===== config.mk =====
export PLATFORM = sky130hd
export DESIGN_NAME = uart_rx_param
export DESIGN_NICKNAME = d
export VERILOG_FILES = /design/src/rtl/uart_pkg.sv /design/src/rtl/uart_rx_sampler.sv /design/src/rtl/uart_rx_param.sv
export SDC_FILE = /design/constraint.sdc
export NUM_CORES = 1
export LEC_CHECK = 0
export ABC_AREA = 1
export BUFFER_PORTS_ARGS = -buffer_cell sky130_fd_sc_hd__buf_2
export CAP_MARGIN = 20
export CELL_PAD_IN_SITES_DETAIL_PLACEMENT = 1
export CELL_PAD_IN_SITES_GLOBAL_PLACEMENT = 2
export CORE_MARGIN = 2
export CORE_UTILIZATION = 33
export CTS_BUF_LIST = sky130_fd_sc_hd__clkbuf_16
export CTS_CLUSTER_SIZE = 30
export DETAILED_ROUTE_END_ITERATION = 8
export PLACE_DENSITY_LB_ADDON = 0.1
export SETUP_SLACK_MARGIN = 0.4
export SLEW_MARGIN = 20
export SYNTH_ARGS = -nofsm -noshare
export SYNTH_HDL_FRONTEND = slang
export SYNTH_HIERARCHICAL = 1
export SYNTH_SLANG_ARGS = --single-unit

===== constraint.sdc =====
create_clock -name clk -period 2.1 [get_ports clk]
set_input_delay 0.105 -clock clk [delete_from_list [all_inputs] [get_ports clk]]
set_output_delay 0.105 -clock clk [all_outputs]
set_load 0.01 [all_outputs]

===== src/rtl/uart_pkg.sv =====
// Shared definitions for the parametrised UART receiver: parity modes,
// FSM state encoding and the 3-sample majority vote.
package uart_pkg;

    localparam int PARITY_NONE = 0;
    localparam int PARITY_ODD  = 1;
    localparam int PARITY_EVEN = 2;

    typedef enum logic [2:0] {
        ST_IDLE,
        ST_START,
        ST_DATA,
        ST_PARITY,
        ST_STOP,
        ST_BRK_WAIT
    } state_t;

    function automatic logic majority3(input logic a, input logic b, input logic c);
        return (a & b) | (a & c) | (b & c);
    endfunction

endpackage


===== src/rtl/uart_rx_sampler.sv =====
// Pin synchronizer, falling-edge detect, per-bit counter and 3-sample
// majority vote around the bit centre.
module uart_rx_sampler
    import uart_pkg::*;
#(
    parameter int DIV         = 25,
    parameter int SYNC_STAGES = 2
) (
    input  logic clk,
    input  logic rst_n,
    input  logic rx_i,
    input  logic restart_i,
    output logic rx_s_o,
    output logic fall_o,
    output logic bit_val_o,
    output logic bit_strobe_o,
    output logic bit_end_o
);

    localparam int HALF = DIV / 2;
    localparam int CW   = $clog2(DIV);

    logic [SYNC_STAGES-1:0] sync_q;
    logic                   rx_d_q;
    logic [CW-1:0]          cnt_q;
    logic                   s0_q;
    logic                   s1_q;
    logic                   rx_s;

    assign rx_s = sync_q[SYNC_STAGES-1];

    always_ff @(posedge clk) begin
        if (!rst_n) begin
            sync_q <= '1;
            rx_d_q <= 1'b1;
            cnt_q  <= '0;
            s0_q   <= 1'b1;
            s1_q   <= 1'b1;
        end else begin
            sync_q <= {sync_q[SYNC_STAGES-2:0], rx_i};
            rx_d_q <= rx_s;
            if (restart_i || cnt_q == CW'(DIV - 1)) begin
                cnt_q <= '0;
            end else begin
                cnt_q <= cnt_q + 1'b1;
            end
            if (cnt_q == CW'(HALF - 1)) s0_q <= rx_s;
            if (cnt_q == CW'(HALF))     s1_q <= rx_s;
        end
    end

    // Third sample is the live synchronized value in the decision cycle.
    assign rx_s_o       = rx_s;
    assign fall_o       = rx_d_q & ~rx_s;
    assign bit_val_o    = majority3(s0_q, s1_q, rx_s);
    assign bit_strobe_o = (cnt_q == CW'(HALF + 1));
    assign bit_end_o    = (cnt_q == CW'(DIV - 1));

endmodule


===== src/rtl/uart_rx_param.sv =====
// Parametrised UART receiver: frame FSM, shift register, parity and
// error/break reporting on top of uart_rx_sampler.
//   state     | meaning
//   IDLE      | waiting for a start edge
//   START     | start bit, glitch rejection at its decision cycle
//   DATA      | shifting data bits LSB first
//   PARITY    | capturing the parity bit
//   STOP      | stop bit(s); last decision ends the frame
//   BRK_WAIT  | break seen, waiting for the line to return high
module uart_rx_param
    import uart_pkg::*;
#(
    parameter int FREQ        = 50_000_000,
    parameter int RATE        = 2_000_000,
    parameter int DATA_BITS   = 8,
    parameter int PARITY      = 0,
    parameter int STOP_BITS   = 1,
    parameter int SYNC_STAGES = 2
) (
    input  logic                 clk,
    input  logic                 rst_n,
    input  logic                 i_rx,
    output logic [DATA_BITS-1:0] o_data,
    output logic                 o_vld,
    output logic                 o_parity_err,
    output logic                 o_frame_err,
    output logic                 o_break,
    output logic                 o_busy
);

    localparam int         DIV      = FREQ / RATE;
    localparam logic [3:0] BIT_LAST = 4'(DATA_BITS - 1);

    state_t                 state_q;
    logic [DATA_BITS-1:0]   shreg_q;
    logic [DATA_BITS-1:0]   data_q;
    logic [3:0]             bit_idx_q;
    logic                   par_acc_q;
    logic                   par_bit_q;
    logic                   stop_idx_q;
    logic                   ferr_acc_q;
    logic                   vld_q;
    logic                   perr_q;
    logic                   ferr_q;
    logic                   brk_q;

    logic rx_s, fall, bit_val, bit_strobe, bit_end, restart;
    logic is_break, last_stop, par_x, parity_bad;

    assign restart = (state_q == ST_IDLE) && fall;

    uart_rx_sampler #(
        .DIV         (DIV),
        .SYNC_STAGES (SYNC_STAGES)
    ) u_sampler (
        .clk          (clk),
        .rst_n        (rst_n),
        .rx_i         (i_rx),
        .restart_i    (restart),
        .rx_s_o       (rx_s),
        .fall_o       (fall),
        .bit_val_o    (bit_val),
        .bit_strobe_o (bit_strobe),
        .bit_end_o    (bit_end)
    );

    assign par_x      = par_acc_q ^ par_bit_q;
    assign parity_bad = (PARITY == PARITY_ODD)  ? ~par_x :
                        (PARITY == PARITY_EVEN) ?  par_x : 1'b0;
    assign last_stop  = (STOP_BITS == 1) || stop_idx_q;
    assign is_break   = (shreg_q == '0) && (PARITY == PARITY_NONE || !par_bit_q)
                        && !bit_val && !stop_idx_q;

    always_ff @(posedge clk) begin
        if (!rst_n) begin
            state_q    <= ST_IDLE;
            shreg_q    <= '0;
            data_q     <= '0;
            bit_idx_q  <= '0;
            par_acc_q  <= 1'b0;
            par_bit_q  <= 1'b0;
            stop_idx_q <= 1'b0;
            ferr_acc_q <= 1'b0;
            vld_q      <= 1'b0;
            perr_q     <= 1'b0;
            ferr_q     <= 1'b0;
            brk_q      <= 1'b0;
        end else begin
            vld_q  <= 1'b0;
            perr_q <= 1'b0;
            ferr_q <= 1'b0;
            brk_q  <= 1'b0;
            unique case (state_q)
                ST_IDLE: begin
                    if (fall) state_q <= ST_START;
                end
                ST_START: begin
                    if (bit_strobe && bit_val) begin
                        state_q <= ST_IDLE;
                    end else if (bit_end) begin
                        state_q   <= ST_DATA;
                        bit_idx_q <= '0;
                        par_acc_q <= 1'b0;
                    end
                end
                ST_DATA: begin
                    if (bit_strobe) begin
                        shreg_q   <= {bit_val, shreg_q[DATA_BITS-1:1]};
                        par_acc_q <= par_acc_q ^ bit_val;
                    end
                    if (bit_end) begin
                        if (bit_idx_q == BIT_LAST) begin
                            state_q    <= (PARITY != PARITY_NONE) ? ST_PARITY : ST_STOP;
                            stop_idx_q <= 1'b0;
                            ferr_acc_q <= 1'b0;
                        end else begin
                            bit_idx_q <= bit_idx_q + 1'b1;
                        end
                    end
                end
                ST_PARITY: begin
                    if (bit_strobe) par_bit_q <= bit_val;
                    if (bit_end)    state_q   <= ST_STOP;
                end
                ST_STOP: begin
                    // Leave at the decision cycle so an early next start edge is caught.
                    if (bit_strobe) begin
                        if (is_break) begin
                            brk_q   <= 1'b1;
                            state_q <= ST_BRK_WAIT;
                        end else if (last_stop) begin
                            vld_q   <= 1'b1;
                            data_q  <= shreg_q;
                            perr_q  <= parity_bad;
                            ferr_q  <= ferr_acc_q | ~bit_val;
                            state_q <= ST_IDLE;
                        end else begin
                            ferr_acc_q <= ~bit_val;
                        end
                    end else if (bit_end) begin
                        stop_idx_q <= 1'b1;
                    end
                end
                ST_BRK_WAIT: begin
                    if (rx_s) state_q <= ST_IDLE;
                end
                default: state_q <= ST_IDLE;
            endcase
        end
    end

    assign o_data       = data_q;
    assign o_vld        = vld_q;
    assign o_parity_err = perr_q;
    assign o_frame_err  = ferr_q;
    assign o_break      = brk_q;
    assign o_busy       = (state_q != ST_IDLE);

endmodule

==> results.txt, run 1 <==
* Outcome: completed
- Number of buffers added by the clock tree synthesis step: 5
- STA classifies the critical path endpoint as a flip-flop.
* Reported max-cap violation count: 0
* Final Max Slew Viols: 0
* Power per cell area: 1040 nW/um^2
* Antenna Cells: 0
- Max H-tree Level: 2
* Layout cells sized above 1: between 20% and 30%
* Period minus WS final: 1.59 ns
- Initial antenna violation count: 0
* Critical path buffer and inverter count: 2
- Routability-driven placement finished with a final weighted congestion of just over 0.7.
* Number of synthesized register bits: 37
- Clock sink count: 37
* Vertical die dimension: slightly below 80 um
- Part of the cycle the worst path needs: 75.8%
* Final Routed Wirelength: 4370 um
- For this design the static power due to leakage is 1.01 nW.
- Measured against the total synthesized area, the mux share comes to 0%.
- Core Area: 5200 um^2
- Post-synthesis share of cell area spent on and, or, nand and nor gates: 38.5%
* Post-synthesis net count: 260
- Summing all multi-input logic gate instances after layout gives roughly 980 um^2.
- After synthesis, the netlist uses 29 different library cells.
* Remaining routing DRC violations: 0
- Buffers inserted to repair hold after CTS numbered 0.
* Slowest Stage Delay on Critical Path: between 0.3 and 0.4 ns
* Number of synthesized flops with an enable pin: 0
- Starting Density: 34.6%
- Global routing used 15.7% of the available tracks.
- The number of failing hold endpoints at the final stage was 0.
- After layout, the worst setup slack is 0.509 ns.
- Number of nets in the finished design: 284
* Clock network latency to the later pin of the worst-skew pair: about 0.28 ns
* Detailed placement HPWL: 3140 um
- Synthesized-area fraction occupied by xor and xnor cells: 1.46%
- FILL cells: 667
* Total via count in the routed design: 1603
- Post-synthesis compound-gate area fraction: 7.08%
* Sequential element share of the synthesized area: 41.1%
- Asr flop ratio synth: 0%
- Timing would allow up to 0.629 GHz.
- During placement, the flow inserted port buffers numbering 14.
- The die covers 6070 um^2.
- Global routing finished with a remaining overflow of 0.
* Startpoint type of the worst setup path: flip-flop
* Crit path kind: flip-flop to flip-flop
- Crit. path cell count: 14
- Along the worst path, the maximum fanout reaches 4.
* Clock tree root buffer cell: sky130_fd_sc_hd__clkbuf_16
- Clock slew at the register clock pins of the worst setup and hold paths: 0.05 ns
- Register area: 748 um^2
- Top flip-flop cell by instance count after synthesis: sky130_fd_sc_hd__dfxtp_1
- List of cells traversed by the critical path: inv_4 > ha_4 > nand2_2 > nor2_4 > buf_6 > nand2_2 > nand2_2 > nor2_1 > nor2_1 > nand2_1 > nor2_4 > nand2_1 > nand2_1 > nor2_1
* R2r worst-path depth: 14
- Vias in the first global route: 1601
- The Yosys step of the flow raised 6 warnings.
- Average via count per standard cell: 4.62
- The worst-case IR drop observed on VDD is between 0.0004 and 0.0005 V.
* Cell area after synthesis: between 1500 and 2000 um^2
* Ports placed on the boundary: 16
- For the final database, setup skew stands at between 0.005 and 0.006 ns.
- The first routing iteration left 66 violations.
- Worst endpoint required time: 2.27 ns
* Setup violation total in the final timing report: 0
- For the worst setup path, the data arrival time is 1.76 ns.
- Synthesized instance count: about 250
- First-pass GRT wire length: approximately 7500 um
- CTS tree: done
* Number of instances on the worst hold path: 2
- The area growth from synthesis to layout is 21.9%.
- After Yosys synthesis, full adders, half adders and majority gates account for 3.33% of the synthesized area.
- Largest delay share family, worst path: simple AND/OR/NAND/NOR gates
- Mean area per synthesized cell: 7.13 um^2
* Final ANT Viol Nets: 0
* Post-Place Worst Slack: 0.250 ns
- # rows: 26
* Class of the most critical hold timing path: primary input to flip-flop
- Setup repair after global routing could not meet its margin everywhere.
* Clk buf depth: 2
* Die Span X: 77.9 um
* Largest family of logic cells by synthesized area: simple AND/OR/NAND/NOR gates
- In the final routed layout, each cell accounts on average for roughly 13 um.
- In the final timing run, aggregate negative setup slack is 0 ns.
* Number of detailed-routing iterations run before antenna repair: 4
- Among all stages on the critical path, the largest delay is contributed by sky130_fd_sc_hd__dfxtp_2.
* Largest net degree at the start of global routing: 27
## Yosys cell counts, types with 4 or more instances
cell type                 instances  area share, %
sky130_fd_sc_hd__nand2_1         41            8.5
sky130_fd_sc_hd__inv_2            6            1.2
sky130_fd_sc_hd__a21oi_1          7            1.9
sky130_fd_sc_hd__dfxtp_1         37             41
sky130_fd_sc_hd__nand2_2          5            1.7
sky130_fd_sc_hd__nand3_1         19            5.3
sky130_fd_sc_hd__inv_1           23            4.8
sky130_fd_sc_hd__o21ai_0         15            4.2
sky130_fd_sc_hd__nor2_1          61             13
sky130_fd_sc_hd__nand2_4          4            2.5
sky130_fd_sc_hd__ha_1             4            2.8
sky130_fd_sc_hd__nor2_2           4            1.4
## logic make-up after synthesis
logic type,after synthesis
simple gates,148
flops,37
buf+inv,34
compound gates,25
fa+ha+maj,5
xor+xnor,3
other cells,1
## final timing paths
path / slack (ns) / endpoint / from
hold / removal: 0.02 / u_sampler/sync_q[0]$_SDFF_PN1_ / i_rx
setup reg to reg: 0.51 / state_q[2]$_SDFFE_PN0P_ / u_sampler/cnt_q[1]$_SDFF_PP0_
setup / recovery: 0.51 / state_q[2]$_SDFFE_PN0P_ / u_sampler/cnt_q[1]$_SDFF_PP0_
hold reg to reg: 0.41 / u_sampler/sync_q[1]$_SDFF_PN1_ / u_sampler/sync_q[0]$_SDFF_PN1_
## metrics by stage
stage / std cells / area (um^2) / hold slack (ns) / power (mW) / util (%)
6_report: 347 / 2200 / 0.0187 / 2.28 / 42.2
5_1_grt: 347 / 2200 / 0.0236 / 2.46 / 42.2
4_1_cts: 343 / 2100 / 0.0138 / 2.29 / 40.4
3_5_place_dp: 335 / 1940 / 0.302 / 1.55 / 37.3
3_3_place_gp: 335 / 1940 / 0.292 / 1.55 / 37.3
2_1_floorplan: 253 / 1800 / 0.190 / 1.42 / -
## where the power goes
part / total [mW] / internal (mW) / switching [mW]
combinational: 0.731 / 0.265 / 0.466
clock: 0.688 / 0.424 / 0.264
sequential: 0.862 / 0.757 / 0.105
total: 2.28 / 1.45 / 0.835
## per-layer routing
metal | vias up | track usage, % | wire (um)
met2 | 11 | 25.4 | 2060
met3 | 4 | 3.84 | 78
met4 | 0 | 5.26 | 46
li1 | 836 | - | -
met5 | - | 0 | 0
met1 | 752 | 20.4 | 2180
## layout make-up
| type | instances | share of cell area, % |
|---|---|---|
| clock buffer | 5 | 5.69 |
| clock inverter | 2 | 0.342 |
| inverter | 29 | 5.18 |
| multi-input combinational | 182 | 44.6 |
| sequential | 37 | 34.1 |
| tap | 70 | 3.99 |
| timing repair buffer | 22 | 6.09 |
## repair_timing
action | in CTS | in global routing
setup endpoints to repair | 14 | 15
setup buffers | 1 | 4
resized for setup | 11 | 18
hold endpoints to repair | 0 | 0
pin swaps | 1 | 6
## sequential cells by signal, indices dropped and copies added, names as in the netlist
register	count
shreg_q	8
state_q	3
o_break	1
o_frame_err	1
o_vld	1
u_sampler/rx_d_q	1
u_sampler/sync_q	2
u_sampler/cnt_q	5
bit_idx_q	4
u_sampler/s1_q	1
u_sampler/s0_q	1
stop_idx_q	1
o_data	8
## placed cells by master, fill, tap and decap left out, drive strengths merged
cell type and n:
o21ai 17, xnor2 2, a21boi 1, or2 3
inv 30, ha 4, nand3b 1, clkbuf 5
clkinv 1, nand4 4, nor2 68, dfxtp 37
maj3 1, conb 1, buf 22, nand2 50
xor2 1, nand3 19, a21oi 7, nor3 3
Power figures use the tool's default switching activity.
==> inputs of run 2 (changes only) <==
--- a/config.mk
+++ b/config.mk
@@ -5,13 +5,13 @@
 export SDC_FILE = /design/constraint.sdc
 export NUM_CORES = 1
 export LEC_CHECK = 0
-export ABC_AREA = 1
+export ABC_AREA = 0
 export BUFFER_PORTS_ARGS = -buffer_cell sky130_fd_sc_hd__buf_2
 export CAP_MARGIN = 20
 export CELL_PAD_IN_SITES_DETAIL_PLACEMENT = 1
 export CELL_PAD_IN_SITES_GLOBAL_PLACEMENT = 2
 export CORE_MARGIN = 2
-export CORE_UTILIZATION = 33
+export CORE_UTILIZATION = 36
 export CTS_BUF_LIST = sky130_fd_sc_hd__clkbuf_16
 export CTS_CLUSTER_SIZE = 30
 export DETAILED_ROUTE_END_ITERATION = 8
==> constraint.sdc (replaced) <==
create_clock -name clk -period 1.55 [get_ports clk]
set_input_delay 0.0775 -clock clk [delete_from_list [all_inputs] [get_ports clk]]
set_output_delay 0.0775 -clock clk [all_outputs]
set_load 0.01 [all_outputs]
==> run 2 against run 1 <==
  * First-iteration DRC count decreased by 38%
  * Largest cell class unchanged
  * Largest power group is now the clock network
  * Critical path type unchanged
  * Power increased by 11%
  * Via count decreased by 7.0%
  * Sequential cell count unchanged
  * Highest routed layer unchanged
  * Hold slack improved by 0.082 ns
  * Global-route usage increased by 2.3 points
  * Combinational power decreased by 53%
  * The flow now finishes with violations (setup timing)
==> results.txt, run 2 <==
* Commonest cells in the netlist: 37 x sky130_fd_sc_hd__dfxtp_1, 23 x sky130_fd_sc_hd__nand2_1, 14 x sky130_fd_sc_hd__nor2b_1
- The setup TNS after final layout is -0.744 ns (-0.744 ns).
- The proportion of netlist area held by the largest area contributor came to 43.0% (+1.9 points).
* Worst clock skew on the final layout: 0.00327 ns (-0.00245 ns)
- The number of standard cells in the final layout excluding fillers is 287 (-17%).
* Vias in the first global route: 1508 (-5.8%)
* Top achievable clock speed: 0.588 GHz (-6.5%)
- The total nets after synthesis is 188 (-28%).
- # rows: 25 (-3.8%)
- The number of inserted diodes was 0 (unchanged).
* FILL cells: 513 (-23%)
- The count of max-cap constraint violations was 0 (unchanged).
- Number of nets in the finished design: 239 (-16%)
- Most used cells in the layout excluding fill and tap cells: 30 x sky130_fd_sc_hd__buf_4, 27 x sky130_fd_sc_hd__dfxtp_1, 16 x sky130_fd_sc_hd__nand2_1
* Largest net degree at the start of global routing: 19 (-30%)
- The number of antenna-violating nets in the routed design came to 0 (unchanged).
* Total via count in the routed design: 1491 (-7.0%)
- Crit path kind: flip-flop to flip-flop
* Core Area: 4660 um^2 (-10%)
- The arrival time of data at the critical path endpoint was 1.91 ns (+0.15 ns).
* Post-DR wirelength/cell: 15.4 um (+23%)
- Clk buf depth: 2 (unchanged)
- The sequential cell area fraction in the yosys report was 43.0% (+1.9 points).
- The post-synthesis cell count is 181 (-28%).
- Hold_ws: 0.100 ns (+0.0816 ns)
* Ports placed on the boundary: 16 (unchanged)
- Class of the most critical hold timing path: primary input to flip-flop
- Number of synthesized register bits: 37 (unchanged)
- First-pass GRT wire length: 7270 um (-2.5%)
* Layout cells sized above 1: 50.2% (+24 points)
* Die Span X: 73.2 um (-6.0%)
* Max H-tree Level: 2 (unchanged)
- The cell count after placement is 267 (-20%).
* Outcome: complete, but fails checks
- Final Max Slew Viols: 0 (unchanged)
- Final RePlAce weighted congestion: 0.798 (+10%)
* Power Total: 2.54 mW (+11%)
* Startpoint type of the worst setup path: flip-flop
* Power per cell area: 1010 nW/um^2 (-2.9%)
- Setup violation total in the final timing report: 14 (+14)
* Top flip-flop cell by instance count after synthesis: sky130_fd_sc_hd__dfxtp_1
- The total overflow reported by the global router came to 0 (unchanged).
- Share of the core filled with cells: 54.0% (+12 points)
* Minimum setup slack in the final design: -0.152 ns (-0.661 ns)
* First DRT Iteration DRCs: 41 (-38%)
* Global Route Usage Sum: 18.0% (+2.3 points)
- By instance count, the leading cell after synthesis is sky130_fd_sc_hd__dfxtp_1.
- The clock transition at the registers of the reported paths came to 0.06 ns (about the same).
- The slowest stage of the critical path is the sky130_fd_sc_hd__or4_1 cell.
- Initial antenna violation count: 0 (unchanged)
- The required time of the worst setup path is 1.76 ns (-0.51 ns).
* Starting Density: 37.0% (+2.4 points)
- Worst IR Drop VDD: 0.000440 V (-11%)
* Post-route design area: 2520 um^2 (+15%)
- The unique cell type count in the Yosys netlist was 47 (+62%).
* Synth-to-Final Area Change: 45.9%
- The count of input and output buffers came to 14 (unchanged).
- The post-synthesis area per instance is 9.53 um^2 (+34%).
- List of cells traversed by the critical path: maj3_2 > buf_6 > nand2_4 > a32oi_4 > or4_1 > a21oi_1
- The final critical path time including I/O delays and setup was 1.70 ns (+0.111 ns).
- Vertical die dimension: 73.2 um (-6.0%)
- CTS tree: done
- Number of hold violations in the final report: 0 (unchanged)
- The post-route fraction of the period consumed by the critical path was 110% (+34 points).
- The number of flops mapped to enable cells by yosys is 0 (unchanged).
- Final Routed Wirelength: 4430 um (+1.4%)
- Total number of yosys warnings: 6 (unchanged)
- The worst slack at placement was -0.138 ns (-0.388 ns).
- The final reports fail on setup timing.
* Top area cells in the synthesized netlist: sky130_fd_sc_hd__dfxtp_1 43%, sky130_fd_sc_hd__mux2i_1 6.4%, sky130_fd_sc_hd__nor2b_1 5.1%, sky130_fd_sc_hd__nand2_1 5.0%, sky130_fd_sc_hd__a21boi_0 3.0%
- The clock latency on the worst-skew pair was 0.28 ns (about the same).
* Remaining routing DRC violations: 0 (unchanged)
- Unrepaired setup endpoints after global routing: true
* Asr flop ratio synth: 0% (unchanged)
- Slowest Stage Delay on Critical Path: 0.44 ns (+0.10 ns)
- Average via count per standard cell: 5.20 (+12%)
- Most frequent standard cell in the layout excluding fill and tap cells: sky130_fd_sc_hd__buf_4
- The first-pass iteration count of the detailed router came to 4 (unchanged).
- The total die area was 5360 um^2 (-12%).
- Clock tree root buffer cell: sky130_fd_sc_hd__clkbuf_16
* Lkg Pwr: 0.958 nW (-5.5%)
* Detailed placement HPWL: 2960 um (-5.7%)
- The total standard cell area after synthesis came to 1720 um^2 (-4.4%).
- The biggest fanout along the worst timing path was 8 (+4).
* Endpoint kind of the worst setup timing path: flip-flop
- Post-detailed-placement cell area: 2080 um^2 (+7.3%)
- Clock sink count: 37 (unchanged)
- sky130_fd_sc_hd__dfxtp_1 takes more of the synthesized area than any other cell.
- The number of buffers created by CTS is 5 (unchanged).
==> run 2: report_power, final <==
| part | total, mW | internal, mW | switching [mW] |
|---|---|---|---|
| logic | 0.345 | 0.179 | 0.166 |
| registers | 1.01 | 0.973 | 0.0344 |
| clock network | 1.19 | 0.762 | 0.423 |
| total | 2.54 | 1.91 | 0.623 |
==> run 2: routing by layer <==
layer	wire (um)	part of all wire (%)	track usage, %	up-vias
met2	2260	51	29.8	18
met4	69	1.6	7.20	0
met1	1970	44	21.7	734
met5	0	0	0	-
met3	134	3.0	5.39	7
li1	-	-	-	732
==> run 2: final timing paths <==
check                                  from                        endpoint  slack, ns  cells after the start
max reg2reg     u_sampler/s0_q$_SDFFE_PN1N_       bit_idx_q[2]$_SDFFE_PN0P_      -0.15                      6
min reg2reg  u_sampler/sync_q[0]$_SDFF_PN1_  u_sampler/sync_q[1]$_SDFF_PN1_       0.42                      1
min                                   rst_n  u_sampler/sync_q[1]$_SDFF_PN1_       0.10                      2
max             u_sampler/s0_q$_SDFFE_PN1N_       bit_idx_q[2]$_SDFFE_PN0P_      -0.15                      6
==> run 2: kinds of logic (layout without fill, tap and decap cells) <==
kind of cell,count (synthesis),in the layout,synth area share [%]
buffers and inverters,14,66,4.57
and+or+nand+nor,80,80,27.4
adders and majority gates,5,5,3.48
xor gates and xnor gates,3,3,1.52
AOI/OAI and AO/OA,30,30,13.4
other,1,1,0.217
DFF,37,37,43.0
muxes,11,11,6.39
==> run 2: repair_timing <==
item,CTS,global route
pin swaps,8,13
setup buffers,8,3
hold buffers,1,0
setup endpoints to repair,34,34
hold endpoints to repair,1,0
resized for setup,17,37
==> run 2: critical path, delay by kind of cell, from the launching register on <==
family          cells  cell delay, ns
fa+ha+maj           1            0.35
buf+inv             1            0.14
flops               1            0.32
compound gates      2            0.31
simple gates        2            0.52
==> run 2: area by class of cell <==
cell class	count	area (um^2)	share of cell area, %
Inverter	7	28.8	1.14
Clock inverter	3	45.0	1.79
Multi-Input combinational cell	130	1110	44.1
Timing Repair Buffer	51	382	15.2
Clock buffer	5	125	4.97
Tap cell	54	67.6	2.69
Sequential cell	37	758	30.1
==> inputs of run 3 (changes only) <==
--- a/config.mk
+++ b/config.mk
@@ -12,10 +12,11 @@
 export CELL_PAD_IN_SITES_GLOBAL_PLACEMENT = 2
 export CORE_MARGIN = 2
 export CORE_UTILIZATION = 36
-export CTS_BUF_LIST = sky130_fd_sc_hd__clkbuf_16
+export CTS_BUF_LIST = sky130_fd_sc_hd__clkbuf_4 sky130_fd_sc_hd__clkbuf_8 sky130_fd_sc_hd__clkbuf_16
 export CTS_CLUSTER_SIZE = 30
 export DETAILED_ROUTE_END_ITERATION = 8
 export PLACE_DENSITY_LB_ADDON = 0.1
+export RECOVER_POWER = 100
 export SETUP_SLACK_MARGIN = 0.4
 export SLEW_MARGIN = 20
 export SYNTH_ARGS = -nofsm -noshare
==> run 3 against run 2 <==
  * The flow still finishes with violations (setup timing)
  * Wire length is 3.7% lower
  * Final cell count decreased by 0.35%
  * First-iteration DRC count decreased by 15%
  * Final area fell by 3.7%
  * Utilization fell by 2.0 points
  * Highest routed layer unchanged
  * Register-to-register slack improved by 0.02 ns
  * Via count decreased by 1.6%
==> results.txt, run 3 (synthesized netlist as in run 2, its figures left out) <==
* Clock tree root buffer cell: sky130_fd_sc_hd__clkbuf_8
* Largest fanout of any net on the critical path: 4 (-4)
- Minimum setup slack in the final design: -0.130 ns (+0.0222 ns)
- Worst endpoint required time: 1.74 ns (-0.02 ns)
- The worst slack at placement came to -0.138 ns (unchanged).
- Hold_ws: 0.0921 ns (-0.00811 ns)
* Worst Path Arrival: 1.87 ns (-0.04 ns)
- Largest net degree at the start of global routing: 19 (unchanged)
- The min-delay analysis places its worst path in the category primary input to flip-flop.
- The number of failing hold endpoints at the final stage came to 0 (unchanged).
- Compared with the post-synthesis result, the final layout area differs by 40.6%.
- Clock slew at the register clock pins of the worst setup and hold paths: 0.08 ns (+0.02 ns)
- Final Max Slew Viols: 0 (unchanged)
- Top achievable clock speed: 0.595 GHz (+1.3%)
- The half-perimeter wire length after detailed placement is 2960 um (unchanged).
* Initial antenna violation count: 0 (unchanged)
* Endpoint kind of the worst setup timing path: flip-flop
- The critical path is of the flip-flop to flip-flop type.
* Highest-delay cell along the critical path: sky130_fd_sc_hd__dfxtp_2
* Number of detailed-routing iterations run before antenna repair: 4 (unchanged)
- The global router's overall resource usage was 17.5% (-0.55 points).
* Most frequent standard cell in the layout excluding fill and tap cells: sky130_fd_sc_hd__dfxtp_1
* Slowest Stage Delay on Critical Path: 0.34 ns (-0.10 ns)
- The overall via count from detail_route is 1467 (-1.6%).
* Die Span X: 73.2 um (unchanged)
- The final design area excluding fillers is 2420 um^2 (-3.7%).
- List of cells traversed by the critical path: inv_4 > ha_4 > and3_4 > nand2_4 > o211ai_1 > buf_4 > a31oi_2 > o21a_1
- STA classifies the critical path startpoint as a flip-flop.
* Vias in the first global route: 1483 (-1.7%)
* Lkg Pwr: 0.894 nW (-6.7%)
* Average via count per standard cell: 5.13 (-1.3%)
- The first-pass GRT wire length came to 7170 um (-1.4%).
* Outcome: complete, but fails checks
- The share of layout cells above drive strength 1 is 44.8% (-5.4 points).
- CTS tree: done
* Post-detailed-placement cell area: 2080 um^2 (unchanged)
- Share of the core filled with cells: 52.0% (-2.0 points)
- Reported max-cap violation count: 0 (unchanged)
- The placeable core area is 4660 um^2 (unchanged).
- The count of input and output buffers was 14 (unchanged).
* Worst clock skew on the final layout: 0.00575 ns (+0.00248 ns)
- Leaving out fill and tap cells, the most frequent cells in the layout are 30 x sky130_fd_sc_hd__dfxtp_1, 29 x sky130_fd_sc_hd__buf_4, 20 x sky130_fd_sc_hd__nand2_1.
* Remaining routing DRC violations: 0 (unchanged)
- The total die area is 5360 um^2 (unchanged).
- First DRT Iteration DRCs: 35 (-15%)
* Period minus WS final: 1.68 ns (-0.0222 ns)
- The number of buffers on the longest clock path was 2 (unchanged).
- Number of nets in the finished design: 238 (-0.42%)
- The number of antenna-violating nets in the routed design came to 0 (unchanged).
* Overall overflow remaining after global route: 0 (unchanged)
- Unrepaired setup endpoints after global routing: true
- Summed negative setup slack over all endpoints: -0.910 ns (-0.166 ns)
- Part of the cycle the worst path needs: 108% (-1.4 points)
* Final Routed Wirelength: 4270 um (-3.7%)
- The layout filler cell count is 535 (+4.3%).
- Clock sink count: 37 (unchanged)
* # rows: 25 (unchanged)
- The initial standard-cell utilization of the core is 37.0% (unchanged).
- Ports placed on the boundary: 16 (unchanged)
- Failing checks: setup timing
* Antenna Cells: 0 (unchanged)
- The number of setup violations in the final report is 19 (+5).
- The maximum resistive drop on vdd is 0.000436 V (-0.83%).
* Vertical die dimension: 73.2 um (unchanged)
- The global placement routability congestion came to 0.798 (unchanged).
* Max H-tree Level: 2 (unchanged)
- Number of buffers added by the clock tree synthesis step: 5 (unchanged)
* Post-DR wirelength/cell: 14.9 um (-3.3%)
- The power density over the cells was 915 nW/um^2 (-9.2%).
* Clock network latency to the later pin of the worst-skew pair: 0.29 ns (about the same)
run 3: path summary, 6_finish.rpt:
path / start / end / slack [ns] / cells after the start
worst min-delay path: rst_n / u_sampler/sync_q[1]$_SDFF_PN1_ / 0.09 / 2
worst max register to register: u_sampler/cnt_q[1]$_SDFF_PP0_ / state_q[1]$_SDFFE_PN0P_ / -0.13 / 8
worst min register to register: u_sampler/sync_q[0]$_SDFF_PN1_ / u_sampler/sync_q[1]$_SDFF_PN1_ / 0.42 / 1
worst max-delay path: u_sampler/cnt_q[1]$_SDFF_PP0_ / state_q[1]$_SDFFE_PN0P_ / -0.13 / 8
run 3: critical path: cells and delay by family (launching register included):
kind	cells	cell delay, ns
AOI/OAI and AO/OA	3	0.57
DFF	1	0.34
and+or+nand+nor	2	0.31
buffers and inverters	2	0.25
adders and majority gates	1	0.12
run 3: layout make-up:
| type | count | area, um^2 | share of cell area (%) |
|---|---|---|---|
| multi-input cells | 130 | 1090 | 44.9 |
| flip-flops and latches | 37 | 752 | 31.0 |
| repair buffers | 50 | 370 | 15.3 |
| clock buffers | 5 | 68.8 | 2.84 |
| well taps | 54 | 67.6 | 2.79 |
| clock inverters | 3 | 45.0 | 1.86 |
| inverters | 7 | 31.3 | 1.29 |
run 3: metrics by stage:
stage	power [mW]	instances
after floorplan	1.23	181
after global placement	1.28	267
after detailed placement	1.29	267
after CTS	2.21	282
after global routing	2.33	286
final	2.22	286
run 3: what timing repair did:
action	CTS	global route
resized for setup	17	22
pin swaps	14	10
endpoints found under the setup margin	34	34
buffers inserted	6	4
hold endpoints to repair	1	0
hold buffers	1	0
run 3: per-layer routing:
layer,track usage [%],vias to the layer above,share of wire [%],routed length [um]
li1,-,729,-,-
met1,21.4,713,45,1930
met2,29.8,21,51,2180
met3,5.25,4,3.2,137
met4,4.32,0,0.54,23
met5,0,-,0,0
run 3: power breakdown:
| part | internal [mW] | switching (mW) |
|---|---|---|
| combinational | 0.189 | 0.172 |
| clock | 0.483 | 0.371 |
| sequential | 0.971 | 0.0321 |
